<file path="config.mk">
export PLATFORM = sky130hd
export DESIGN_NAME = store_commit_buffer
export DESIGN_NICKNAME = d
export VERILOG_FILES = /design/src/rtl/store_commit_buffer_pkg.sv /design/src/rtl/store_commit_buffer_lane_align.sv /design/src/rtl/store_commit_buffer.sv
export SDC_FILE = /design/constraint.sdc
export NUM_CORES = 1
export LEC_CHECK = 0
export CAP_MARGIN = 5
export CORE_ASPECT_RATIO = 0.8
export CORE_MARGIN = 8
export CORE_UTILIZATION = 45
export DETAILED_ROUTE_END_ITERATION = 7
export GPL_TIMING_DRIVEN = 0
export PLACE_DENSITY_LB_ADDON = 0.2
export SLEW_MARGIN = 10
export SYNTH_ARGS = -nofsm -noshare
export SYNTH_HDL_FRONTEND = slang
export SYNTH_SLANG_ARGS = --single-unit
export TNS_END_PERCENT = 100
</file>
<file path="constraint.sdc">
create_clock -name clock -period 4.47 [get_ports clock]
set_clock_uncertainty 0.1 [all_clocks]
set_input_delay 0.894 -clock clock [delete_from_list [all_inputs] [get_ports clock]]
set_output_delay 0.894 -clock clock [all_outputs]
set_load 0.1 [all_outputs]
</file>
<file path="src/rtl/store_commit_buffer_pkg.sv">
// Shared definitions for the store commit buffer: subtype codes, tag constants, drain FSM states.
package store_commit_buffer_pkg;
  localparam int SCB_ROB_W = 6;

  localparam logic [2:0] SUB_SB = 3'b000;
  localparam logic [2:0] SUB_SH = 3'b001;
  localparam logic [2:0] SUB_SW = 3'b010;

  localparam logic [6:0]           STORE_OPCODE = 7'b0100011;
  localparam logic [SCB_ROB_W-1:0] INVALID_ROB  = 6'b010000;

  typedef enum logic {
    DRAIN_IDLE,
    DRAIN_REQ
  } drain_state_t;
endpackage

</file>
<file path="src/rtl/store_commit_buffer_lane_align.sv">
// Combinational byte-lane formatter: subtype and low address bits -> byte enables,
// lane-replicated write data and a misalignment/invalid-subtype fault flag.
module store_lane_align
  import store_commit_buffer_pkg::*;
(
  input  logic [2:0]  subtype,
  input  logic [1:0]  addr_lo,
  input  logic [31:0] data,
  output logic [3:0]  be,
  output logic [31:0] wdata,
  output logic        fault
);

  always_comb begin
    be    = 4'b0000;
    wdata = 32'h0;
    fault = 1'b0;
    case (subtype)
      SUB_SB: begin
        be    = 4'b0001 << addr_lo;
        wdata = {4{data[7:0]}};
      end
      SUB_SH: begin
        be    = addr_lo[1] ? 4'b1100 : 4'b0011;
        wdata = {2{data[15:0]}};
        fault = addr_lo[0];
      end
      SUB_SW: begin
        be    = 4'b1111;
        wdata = data;
        fault = |addr_lo;
      end
      default: fault = 1'b1;
    endcase
  end

endmodule

</file>
<file path="src/rtl/store_commit_buffer.sv">
// In-order store buffer: accepts stores from the RS, broadcasts acceptance, waits for ROB commit,
// then drains committed stores to memory over req/ack. Flush discards the uncommitted tail.
module store_commit_buffer
  import store_commit_buffer_pkg::*;
#(
  parameter int DEPTH = 4,
  parameter int ROB_W = SCB_ROB_W
) (
  input  logic             clock,
  input  logic             reset,
  input  logic             store_enable,
  input  logic [ROB_W-1:0] store_robnum,
  input  logic [31:0]      store_data,
  input  logic [31:0]      store_addr,
  input  logic [2:0]       store_subtype,
  output logic             store_ready,
  input  logic             commit_valid,
  input  logic [ROB_W-1:0] commit_robnum,
  input  logic             flush,
  output logic             mem_req,
  output logic [31:0]      mem_addr,
  output logic [31:0]      mem_wdata,
  output logic [3:0]       mem_be,
  input  logic             mem_ack,
  output logic             cast,
  output logic [ROB_W-1:0] cast_robnum,
  output logic [31:0]      cast_data,
  output logic             cast_fault,
  output logic             overflow_err
);

  localparam int PW = $clog2(DEPTH);
  localparam int CW = PW + 1;

  logic [DEPTH-1:0] ent_valid, ent_committed, ent_fault;
  logic [ROB_W-1:0] ent_robnum  [DEPTH];
  logic [31:0]      ent_data    [DEPTH];
  logic [31:0]      ent_addr    [DEPTH];
  logic [2:0]       ent_subtype [DEPTH];

  logic [PW-1:0] head, tail;
  logic [CW-1:0] count;
  drain_state_t  state;

  logic [DEPTH-1:0] commit_hit, committed_next;
  logic [CW-1:0]    n_committed;
  logic             enq, pop, start_req, head_ready, head_fault;
  logic [3:0]       enq_be, head_be;
  logic [31:0]      enq_wdata, head_wdata;
  logic             enq_fault, head_lane_fault;
  logic             unused_lane;

  assign store_ready = (count < CW'(DEPTH));
  // A flush in the same cycle wins over a new store.
  assign enq         = store_enable && store_ready && !flush;

  always_comb begin
    commit_hit  = '0;
    n_committed = '0;
    for (int i = 0; i < DEPTH; i++) begin
      commit_hit[i] = commit_valid && ent_valid[i] && (ent_robnum[i] == commit_robnum);
    end
    committed_next = ent_committed | commit_hit;
    for (int i = 0; i < DEPTH; i++) begin
      if (ent_valid[i] && committed_next[i]) n_committed = n_committed + CW'(1);
    end
  end

  // Using committed_next lets a commit arriving this cycle start the drain immediately.
  assign head_ready = ent_valid[head] && committed_next[head];
  assign head_fault = ent_fault[head];
  assign start_req  = (state == DRAIN_IDLE) && head_ready && !head_fault;
  assign pop        = ((state == DRAIN_IDLE) && head_ready && head_fault) ||
                      ((state == DRAIN_REQ) && mem_ack);

  store_lane_align u_enq_align (
    .subtype (store_subtype),
    .addr_lo (store_addr[1:0]),
    .data    (store_data),
    .be      (enq_be),
    .wdata   (enq_wdata),
    .fault   (enq_fault)
  );

  store_lane_align u_head_align (
    .subtype (ent_subtype[head]),
    .addr_lo (ent_addr[head][1:0]),
    .data    (ent_data[head]),
    .be      (head_be),
    .wdata   (head_wdata),
    .fault   (head_lane_fault)
  );

  assign unused_lane = ^{enq_be, enq_wdata, head_lane_fault};

  always_ff @(posedge clock or posedge reset) begin
    if (reset) begin
      ent_valid     <= '0;
      ent_committed <= '0;
      ent_fault     <= '0;
      head          <= '0;
      tail          <= '0;
      count         <= '0;
      overflow_err  <= 1'b0;
    end else begin
      ent_committed <= committed_next;
      if (store_enable && !store_ready) overflow_err <= 1'b1;

      if (flush) begin
        // Committed entries are contiguous from head, so the survivors end at head + n_committed.
        ent_valid <= ent_valid & committed_next;
        tail      <= head + n_committed[PW-1:0];
        count     <= n_committed - CW'(pop);
      end else begin
        count <= count + CW'(enq) - CW'(pop);
      end

      if (pop) begin
        ent_valid[head] <= 1'b0;
        head            <= head + PW'(1);
      end

      if (enq) begin
        ent_valid[tail]     <= 1'b1;
        ent_committed[tail] <= 1'b0;
        ent_fault[tail]     <= enq_fault;
        tail                <= tail + PW'(1);
      end
    end
  end

  always_ff @(posedge clock) begin
    if (enq) begin
      ent_robnum[tail]  <= store_robnum;
      ent_data[tail]    <= store_data;
      ent_addr[tail]    <= store_addr;
      ent_subtype[tail] <= store_subtype;
    end
  end

  always_ff @(posedge clock or posedge reset) begin
    if (reset) begin
      cast        <= 1'b0;
      cast_robnum <= ROB_W'(INVALID_ROB);
      cast_data   <= 32'h0;
      cast_fault  <= 1'b0;
    end else begin
      cast        <= enq;
      cast_robnum <= enq ? store_robnum : ROB_W'(INVALID_ROB);
      cast_data   <= enq ? store_addr : 32'h0;
      cast_fault  <= enq ? enq_fault : 1'b0;
    end
  end

  always_ff @(posedge clock or posedge reset) begin
    if (reset) begin
      state     <= DRAIN_IDLE;
      mem_req   <= 1'b0;
      mem_addr  <= 32'h0;
      mem_wdata <= 32'h0;
      mem_be    <= 4'b0000;
    end else begin
      case (state)
        DRAIN_IDLE: begin
          if (start_req) begin
            state     <= DRAIN_REQ;
            mem_req   <= 1'b1;
            mem_addr  <= {ent_addr[head][31:2], 2'b00};
            mem_wdata <= head_wdata;
            mem_be    <= head_be;
          end
        end
        DRAIN_REQ: begin
          if (mem_ack) begin
            state     <= DRAIN_IDLE;
            mem_req   <= 1'b0;
            mem_addr  <= 32'h0;
            mem_wdata <= 32'h0;
            mem_be    <= 4'b0000;
          end
        end
        default: state <= DRAIN_IDLE;
      endcase
    end
  end

endmodule

</file>
* Word-level counts from Yosys, hierarchy flattened
Memories as Yosys holds them, arrays and structs flattened.
Index checks and enable logic that the tools add are counted.
** Word-level totals
- Bits of input ports :: 85
- Bits in registers :: 130
- Memories :: 4
- Memory bits (writable) :: 292
** Memory list
- ent_addr :: words 4, bits a word 32, read ports 1, clocked after memory_dff 0, write ports 1, RTL line store_commit_buffer.sv:38 : logic [31:0] ent_addr [DEPTH];
- ent_data :: words 4, bits a word 32, read ports 1, clocked after memory_dff 0, write ports 1, RTL line store_commit_buffer.sv:37 : logic [31:0] ent_data [DEPTH];
- ent_robnum :: words 4, bits a word 6, read ports 4, clocked after memory_dff 0, write ports 1, RTL line store_commit_buffer.sv:36 : logic [ROB_W-1:0] ent_robnum [DEPTH];
- ent_subtype :: words 4, bits a word 3, read ports 1, clocked after memory_dff 0, write ports 1, RTL line store_commit_buffer.sv:39 : logic [2:0] ent_subtype [DEPTH];
** Operators by class
- Bitwise operators :: 8
- Add/sub/neg operators :: 9
- Reductions and logical operators :: 31
- Equal/unequal tests :: 10
- $lt $le $gt $ge :: 5
- Mux-type cells :: 45
- Shift operators :: 1
** Operators with widths (count)
- $mux W32 :: 4
- $pmux W32 S2 :: 2
- $pmux W32 S3 :: 1
- $mux W4 :: 7
- $eq A6 B6 Y1 :: 4
- $logic_and A1 B1 Y1 :: 22
- $mux W1 :: 13
- $and A4 B4 Y4 :: 3
- $mux W3 :: 4
- $pmux W4 S3 :: 1
- $add A3 B1 Y3 const B :: 3
- $not A4 Y4 :: 2
- $or A4 B4 Y4 :: 2
- $pmux W4 S2 :: 1
- $bmux W1 S2 :: 3
- $eq A3 B1 Y1 const B :: 2
- $eq A3 B2 Y1 const B :: 2
- $logic_not A3 Y1 :: 2
- $lt A2 B3 Y1 const B :: 2
- $mux W6 :: 1
- $sub A3 B1 Y3 :: 2
- $add A2 B1 Y2 const B :: 2
- $bwmux W4 :: 1
- $demux W1 S2 :: 2
- 15 further kinds :: 21

* Logic depth before layout (Yosys ltp)
Gate-level depths: netlist of run 1.
An unclocked memory read counts as a cell.
- Depth in word-level cells :: 15
- Gate-level depth with buffers :: 15
- Gate-level depth less buffers :: 14

* Modules after synthesis
A second synthesis of run 1 with hierarchy kept.
** Second synthesis, totals
- Cell total of the unflattened synthesis :: 1138
- Area, all modules :: 17382.9 um^2
** By module, submodules not included
- store_commit_buffer :: times used 1, seq. area each 11972.7 um^2, cells each 936, area each 16284.4 um^2
- store_lane_align :: times used 2, seq. area each 0.0 um^2, cells each 101, area each 549.3 um^2

* Worst setup path after synthesis of run 1
No wires, ideal clock.
- Kind :: input to register
- Start point :: input port commit_robnum[3]
- End point :: register count[2]
- Slack :: 0.922 ns
- Arrival :: 3.371 ns
- Cell stages on the path :: 12
- Data required time :: 4.293 ns
- Cell sequence :: xor2_1 -> nor4_1 -> a21oi_1 -> nand2b_1 -> ha_1 -> xor2_1 -> inv_1 -> ha_1 -> mux2i_1 -> ha_1 -> xor3_1 -> a21oi_1
** Between the ends
- Cells in the longest elaborated chain, start to end :: 13
- Elaborated cells on any way between the ends :: 29
- Classes of those cells :: 5 x add/sub; 4 x eq/ne; 7 x mux; 1 x bitwise; 12 x reduce/logical
** Ends and longest elaborated chain
- start, declared :: RTL line store_commit_buffer.sv:18 : input logic [ROB_W-1:0] commit_robnum,
- $eq A6 B6 Y1 :: RTL line store_commit_buffer.sv:61 : commit_hit[i] = commit_valid && ent_valid[i] && (ent_robnum[i] == commit_robnum);
- $logic_and A1 B1 Y1 :: RTL line store_commit_buffer.sv:61
- $or A4 B4 Y4 * :: RTL line store_commit_buffer.sv:63 : committed_next = ent_committed | commit_hit;
- $logic_and A1 B1 Y1 :: RTL line store_commit_buffer.sv:65 : if (ent_valid[i] && committed_next[i]) n_committed = n_committed + CW'(1);
- $mux W1 :: RTL line store_commit_buffer.sv:65
- $add A3 B1 Y3 :: RTL line store_commit_buffer.sv:65
- $mux W3 :: RTL line store_commit_buffer.sv:65
- $add A3 B1 Y3 :: RTL line store_commit_buffer.sv:65
- $mux W3 :: RTL line store_commit_buffer.sv:65
- $add A3 B1 Y3 :: RTL line store_commit_buffer.sv:65
- $mux W3 :: RTL line store_commit_buffer.sv:65
- $sub A3 B1 Y3 :: RTL line store_commit_buffer.sv:113 : count <= n_committed - CW'(pop);
- $mux W3 * :: RTL line store_commit_buffer.sv:109 : if (flush) begin
- end signal, assigned :: RTL line store_commit_buffer.sv:113
- end signal, assigned :: RTL line store_commit_buffer.sv:115 : count <= count + CW'(enq) - CW'(pop);
- end, declared :: RTL line store_commit_buffer.sv:42 : logic [CW-1:0] count;
Mark *: on every way between the ends. The rest lies on a longest branch, timed or not. The select of a mux whose other input is x is not followed.
A chain may end at the register's enable or synchronous reset.

* Final worst setup path of run 1
- Start point :: input port commit_robnum[4]
- End point :: register count[2]
The elaborated chain is that of the path after synthesis.

==> results of run 1 <==
-- cell families (layout without fill, tap and decap cells) --
logic type | Yosys count | in the layout | synth area share (%)
simple gates | 202 | 202 | 6.638
compound gates | 122 | 122 | 5.535
other cells | 1 | 3 | 0.02248
buf+inv | 83 | 361 | 2.213
xor+xnor | 33 | 33 | 1.823
flops | 420 | 420 | 71.77
fa+ha+maj | 17 | 17 | 1.320
mux | 94 | 94 | 10.68
-- per-layer routing --
layer / GRT usage (%) / vias up
li1: - / 4267
met1: 26.69 / 4973
met4: 6.206 / 2
met3: 3.907 / 76
met2: 29.25 / 287
met5: 0 / -
-- metrics by stage --
step                hold slack (ns)  worst slack [ns]  utilization (%)  instances
floorplan                    0.3444           0.06501                -        973
finish                       0.3518            0.3519            56.38       1739
detailed placement           0.3457           -0.1116            52.65       1658
global route                 0.3956            0.1721            56.37       1738
CTS                          0.3574            0.4100            56.37       1738
global placement             0.3402            -2.320            52.23       1653
-- synth_stat cells (all sizes together), types with 12 or more instances --
library cell	count
nor3	17
a31o	51
nor3b	33
buf	22
edfxtp	292
a22oi	16
ha	16
mux2i	25
clkbuf	38
nor2	18
nor4	12
nand2	62
xor2	24
mux4	67
and3	37
dfrtp	127
o21ai	18
inv	22
-- worst max-delay path by stage --
| stage | slack (ns) | startpoint | end |
|---|---|---|---|
| after floorplan | 0.07 | reset | cast |
| after global placement | -2.32 | reset | cast_data[5] |
| after detailed placement | -0.11 | commit_robnum[4] | count[2] |
| after CTS | 0.41 | commit_robnum[4] | count[2] |
| after global routing | 0.17 | commit_robnum[4] | count[2] |
| final | 0.35 | commit_robnum[4] | count[2] |
-- registers in the layout (all words and copies together) (netlist names), 6 cells and up --
signal / count
ent_subtype: 12
cast_robnum: 6
mem_addr: 30
cast_data: 32
ent_data: 128
mem_wdata: 32
ent_addr: 128
ent_robnum: 24
-- worst register-to-register path, cell delays in order (launching register included) --
cell,delay (ns)
edfxtp_1,0.37
xor2_1,0.19
nor4_2,0.47
a31oi_1,0.21
nand2b_1,0.22
ha_1,0.32
xor2_1,0.33
inv_1,0.08
ha_1,0.32
mux2i_1,0.16
ha_1,0.17
xor3_1,0.41
a21oi_1,0.15
-- area by class of cell --
| class | count | share of cell area [%] |
|---|---|---|
| timing repair buffer | 198 | 9.971 |
| tap | 487 | 2.936 |
| clock inverter | 19 | 0.7958 |
| buffer | 60 | 1.362 |
| inverter | 23 | 0.5004 |
| antenna | 1 | 0.01206 |
| sequential | 420 | 57.69 |
| multi-input combinational | 470 | 20.93 |
| clock buffer | 61 | 5.805 |
-- where the power goes --
part | internal [uW] | switching [uW]
Combinational | 1930 | 4090
Clock | 2000 | 1450
Sequential | 4720 | 263
Total | 8650 | 5800
-- cells in the final DEF, fill, tap and decap left out, types with 3 or more instances in the layout --
cell type / Yosys / routed
nand2_1: 62 / 62
a31oi_1: 4 / 4
clkbuf_8: 0 / 4
edfxtp_1: 292 / 292
clkdlybuf4s50_1: 0 / 193
o2111ai_1: 4 / 4
a21oi_1: 8 / 8
dfrtp_1: 127 / 127
o21ai_0: 18 / 18
mux2i_1: 25 / 25
nand2b_1: 11 / 11
buf_2: 13 / 13
o21a_1: 3 / 3
clkbuf_16: 0 / 44
o211ai_1: 5 / 5
clkbuf_1: 38 / 51
nor2b_1: 3 / 3
buf_6: 3 / 3
nor2_1: 18 / 18
buf_16: 0 / 5
and3_1: 37 / 37
buf_4: 5 / 5
nor3_1: 16 / 16
xor2_1: 24 / 24
inv_4: 0 / 4
mux4_2: 67 / 67
a31o_1: 3 / 3
clkinv_1: 1 / 4
a31o_2: 48 / 48
xnor2_1: 8 / 8
nor3b_1: 32 / 32
a22oi_1: 16 / 16
inv_1: 22 / 17
ha_1: 16 / 16
clkinv_2: 0 / 9
nor4_1: 10 / 10
==> reports/qor.yml, run 1 <==
global_routing:
  grt_max_degree: 77
  grt_use_total_pct: 18.94
  grt_pass1_wl_um: 62970
  grt_pass1_vias: 10046
  antenna_found_initial: 1
  gr-total-overflow: 0
cts:
  h-tree-depth: 2
  post_cts_resized: 0
  post_cts_buffers: 0
  ctsLongestPathBuffers: 3
  cts_made_buffers: 43
  tritoncts: "done"
  clk_pin_slew_ns: 0.05
  cts_root_buf: "clkbuf_16"
  insertion_delay_ns: 0.55
  cts_hold_buf: 0
  cts_sinks: 420
synth:
  synth_cell_type_count: 54
  ys_ff_latch: 420
  synth_area_leaders: "edfxtp_1, dfrtp_1, mux4_2, a31o_2, mux2i_1"
  synthCells: 972
  yosysSeqAreaShare_pct: 71.77
  synth_top_cell_by_area: "edfxtp_1"
  synth_edf_count: 292
  netlist_area_um2: 16680
  yosysWarnings: 0
  netlist.area_leader.share_pct: 52.56
  ys.flop_type: "edfxtp_1"
  syn_avg_cell_area_um2: 17.16
  async_flop_share_pct: 30.48
detailed_routing:
  drt-met1-wl_um: 18640
  routed_wl_um: 41570
  wire_per_inst_um: 23.91
  dr.pass1.iters: 5
  routed.top_layer: "met5"
  dr_wl_met2_um: 19320
  drcViolationCount: 0
  num_vias: 9605
  drt_first_iter_violations: 859
  viasPerCell: 5.523
  wl_met3_um: 2386
  drtAntennaViolNets: 0
floorplanning:
  die_y_um: 188.2
  die_w_um: 231.3
  ioPinCount: 196
  fp.coreArea_um2: 36810
  die-area_um2: 43530
  start_util_pct: 45.32
  fp-row-count: 63
critical_path:
  rr_worst_depth: 12
  path_cells: "clkdlybuf4s50_1, xor2_1, nor4_2, a31oi_1, nand2b_1, ha_1, xor2_1, inv_1, ha_1, mux2i_1, ha_1, xor3_1, a21oi_1"
  r2r_end: "count[2]"
  crit_required_ns: 4.83
  r2r-start: "ent_robnum[0][4]"
  crit_arrival_ns: 4.48
  cpMostUsedCell: "ha_1"
  critPathSlowestCell: "clkdlybuf4s50_1"
  path_buf_inv: 2
  cp_max_fo: 4
  path_class: "input pin to flip-flop"
  critPathLaunchType: "input pin"
  crit_family: "XOR/XNOR gates"
  rrSetupSlack_ns: 0.87
  critPathMaxStageDelay_ns: 0.51
  end_kind: "flip-flop"
  cp.depth: 13
min_path:
  worstHoldPathType: "flip-flop to flip-flop"
  worstHoldStart: "overflow_err"
  min_path_cells: 1
  min_to: "overflow_err"
placement:
  port_buffers: 193
  dpl-instance-area_um2: 19380
  finalWeightedCongestion: 0.7660
  place_hpwl_um: 27990
timing:
  max_slew_margin_pct: 23.56
  setup_viol_count_final: 0
  final.min_clock_period_ns: 4.118
  fmax_mhz: 242.8
  finalCritPeriodShare_pct: 92.13
  final.setup.tns_ns: 0
  drv_slew: 0
  tightest_slew_ns: 1.143
  rsz0062_at_grt: "false"
  hold_violations: 0
power_and_ir_drop:
  ir_drop_v: 0.0005259
  p_total_uw: 14460
  powerDensity_nw_per_um2: 696.5
  p_leak_uw: 0.007705
cells_and_area:
  drive_gt1_share_pct: 17.35
  fillerInstances: 2925
  area_growth_pct: 24.41
  nets: 1318
  seqCellArea_um2: 11970
  multi_input_area_um2: 4344
  design_area_um2: 20750
outcome:
  status: "finished, final reports clean"
flow_run:
  drv_cap: 0
(Power assumes the default switching activity.)
==> run 2, diff against run 1 <==
CORE_MARGIN = unset   (was 8)
clock period = 3.8 ns   (was 4.47 ns; I/O delays follow)
==> run 2 against run 1 <==
Compared with the run above:
- combinational power is 17% higher
- highest routed layer is now met4
- first-iteration DRC count is 11% lower
- clock power is 17% higher
- critical path type unchanged
- critical path depth stayed put
- utilization is 1.1 points higher
- via count hardly changed
- sequential power is 18% higher
- register-to-register slack worse by 0.45 ns
- largest power group unchanged
==> reports/qor.yml, run 2 (synthesized netlist as in run 1, its figures left out) <==
cts:
  ctsLongestPathBuffers: 3
  h-tree-depth: 2
  cts_hold_buf: 0
  cts_sinks: 420
  clk_pin_slew_ns: 0.05
  cts_root_buf: "clkbuf_16"
  cts_made_buffers: 42
  tritoncts: "done"
  insertion_delay_ns: 0.55
timing:
  setup_ws_ns: 0.2554
  finalCritPeriodShare_pct: 93.28
  hold_violations: 0
  drv_slew: 0
  setup_viol_count_final: 0
  fmax_mhz: 282.1
  final.min_clock_period_ns: 3.545
  rsz0062_at_grt: "false"
  final.setup.tns_ns: 0
  max_slew_margin_pct: 26.76
  tightest_slew_ns: 1.095
floorplanning:
  die_w_um: 217.3
  die-area_um2: 37850
  ioPinCount: 196
  start_util_pct: 46.05
  fp-row-count: 62
  die_y_um: 174.2
  fp.coreArea_um2: 36230
power_and_ir_drop:
  powerDensity_nw_per_um2: 815.1
  clock_power_share_pct: 23.9
  p_total_uw: 16970
  netSwitchingFraction_pct: 39.90
  p_leak_uw: 0.007756
  pwr-share-comb_pct: 41.6
  internal_power_uw: 10200
  pwr-share-seq_pct: 34.6
  p_switching_uw: 6771
  ir_drop_v: 0.0005668
critical_path:
  startpoint: "commit_robnum[1]"
  crit_arrival_ns: 3.91
  rrSetupSlack_ns: 0.42
  path_class: "input pin to flip-flop"
  r2r_end: "count[2]"
  critPathCapture: "count[2]"
  cp_max_fo: 4
  crit_required_ns: 4.16
  end_kind: "flip-flop"
  r2r-start: "head[0]"
  rr_worst_depth: 15
  critPathLaunchType: "input pin"
detailed_routing:
  dr.pass1.iters: 5
  wire_per_inst_um: 23.08
  num_vias: 9599
  routed_wl_um: 39970
  drt_first_iter_violations: 762
  drcViolationCount: 0
  drtAntennaViolNets: 0
  viasPerCell: 5.542
cells_and_area:
  nets: 1321
  drive_gt1_share_pct: 17.41
  mostFrequentLayoutCells: "edfxtp_1, clkdlybuf4s50_1, dfrtp_1"
  fillerInstances: 2808
  n_antenna_cell: 0
  final_common_cell: "edfxtp_1"
  top_regs: "ent_addr (128), ent_data (128)"
  area_growth_pct: 24.81
flow_run:
  drv_cap: 0
global_routing:
  gr-total-overflow: 0
  grt_max_degree: 46
  antenna_found_initial: 0
  grt_pass1_vias: 9717
  grt_use_total_pct: 21.62
  grt_pass1_wl_um: 60750
placement:
  place_hpwl_um: 26920
  place_ws_ns: -0.6492
  port_buffers: 193
  finalWeightedCongestion: 0.8046
outcome:
  status: "finished, final reports clean"
min_path:
  worstHoldPathType: "flip-flop to flip-flop"
## run 2: changes by cell type in the layout (fill, tap and decap cells not counted), moves of 2 or more
cell,delta
a31oi_1,-2
a31oi_2,+2
buf_12,+5
buf_16,-2
clkbuf_1,+4
clkdlybuf4s50_1,-5
clkinv_1,+3
clkinv_2,-6
dlymetal6s2s_1,+5
## run 2: worst min path at each step
stage	cells past startpoint	end	from	slack [ns]
2_1_floorplan	2	ent_fault[3]	ent_fault[3]	0.34
3_3_place_gp	1	overflow_err	overflow_err	0.34
3_5_place_dp	1	overflow_err	overflow_err	0.36
4_1_cts	1	overflow_err	overflow_err	0.37
5_1_grt	1	overflow_err	overflow_err	0.39
6_report	1	overflow_err	overflow_err	0.36
## run 2: power by group through the flow
stage               Combinational, uW  Sequential [uW]  Clock [uW]
detailed placement               7060             5950           0
CTS                              7090             5860        4120
global placement                 6980             5970           0
global route                     7450             5920        4310
floorplan                        3080             7910           0
finish                           7050             5870        4050
## run 2: layer usage
layer	track usage [%]	part of all wire [%]	routed length, um
met1	31.63	46	18200
met5	0	0	0
met3	3.745	5.7	2259
met4	5.546	1.9	766
met2	33.68	47	18740
## run 2: final cells by class
type	instances	area, um^2	share of cell area [%]
Sequential cell	420	11970	57.50
Multi-Input combinational cell	470	4397	21.12
Timing Repair Buffer	202	2135	10.25
Clock buffer	64	1195	5.739
Tap cell	480	600.6	2.884
Buffer	60	285.3	1.370
Clock inverter	13	136.4	0.6550
Inverter	23	100.1	0.4807
## run 2: stage by stage
step,utilization [%],cells,hold WS (ns),instance area [um^2]
floorplan,-,973,0.3444,16690
global placement,53.06,1646,0.3369,19220
detailed placement,53.59,1654,0.3574,19410
CTS,57.29,1731,0.3699,20750
global route,57.47,1732,0.3874,20820
finish,57.47,1732,0.3600,20820
## run 2: timing repair
action                                  4_1_cts  5_1_grt
resized for setup                             1       13
setup buffers                                 0        1
cloned                                        0        0
pin swaps                                     1        2
endpoints found under the setup margin        2        2
## run 2: worst max-delay path, cell delays in order
cell and delay [ns]:
clkdlybuf4s50_1 0.51, xor2_1 0.22, nor3_2 0.24, a21oi_1 0.14
nand2b_1 0.19, ha_1 0.36, xor2_2 0.23, inv_1 0.07
ha_1 0.31, mux2i_1 0.15, ha_1 0.17, xor3_1 0.41
a21oi_1 0.15
==> run 3, diff against run 2 <==
GPL_ROUTABILITY_DRIVEN = 0   (was unset)
==> results of run 3 <==
Same layout as run 2: the final DEF is identical, and so are final timing and power.
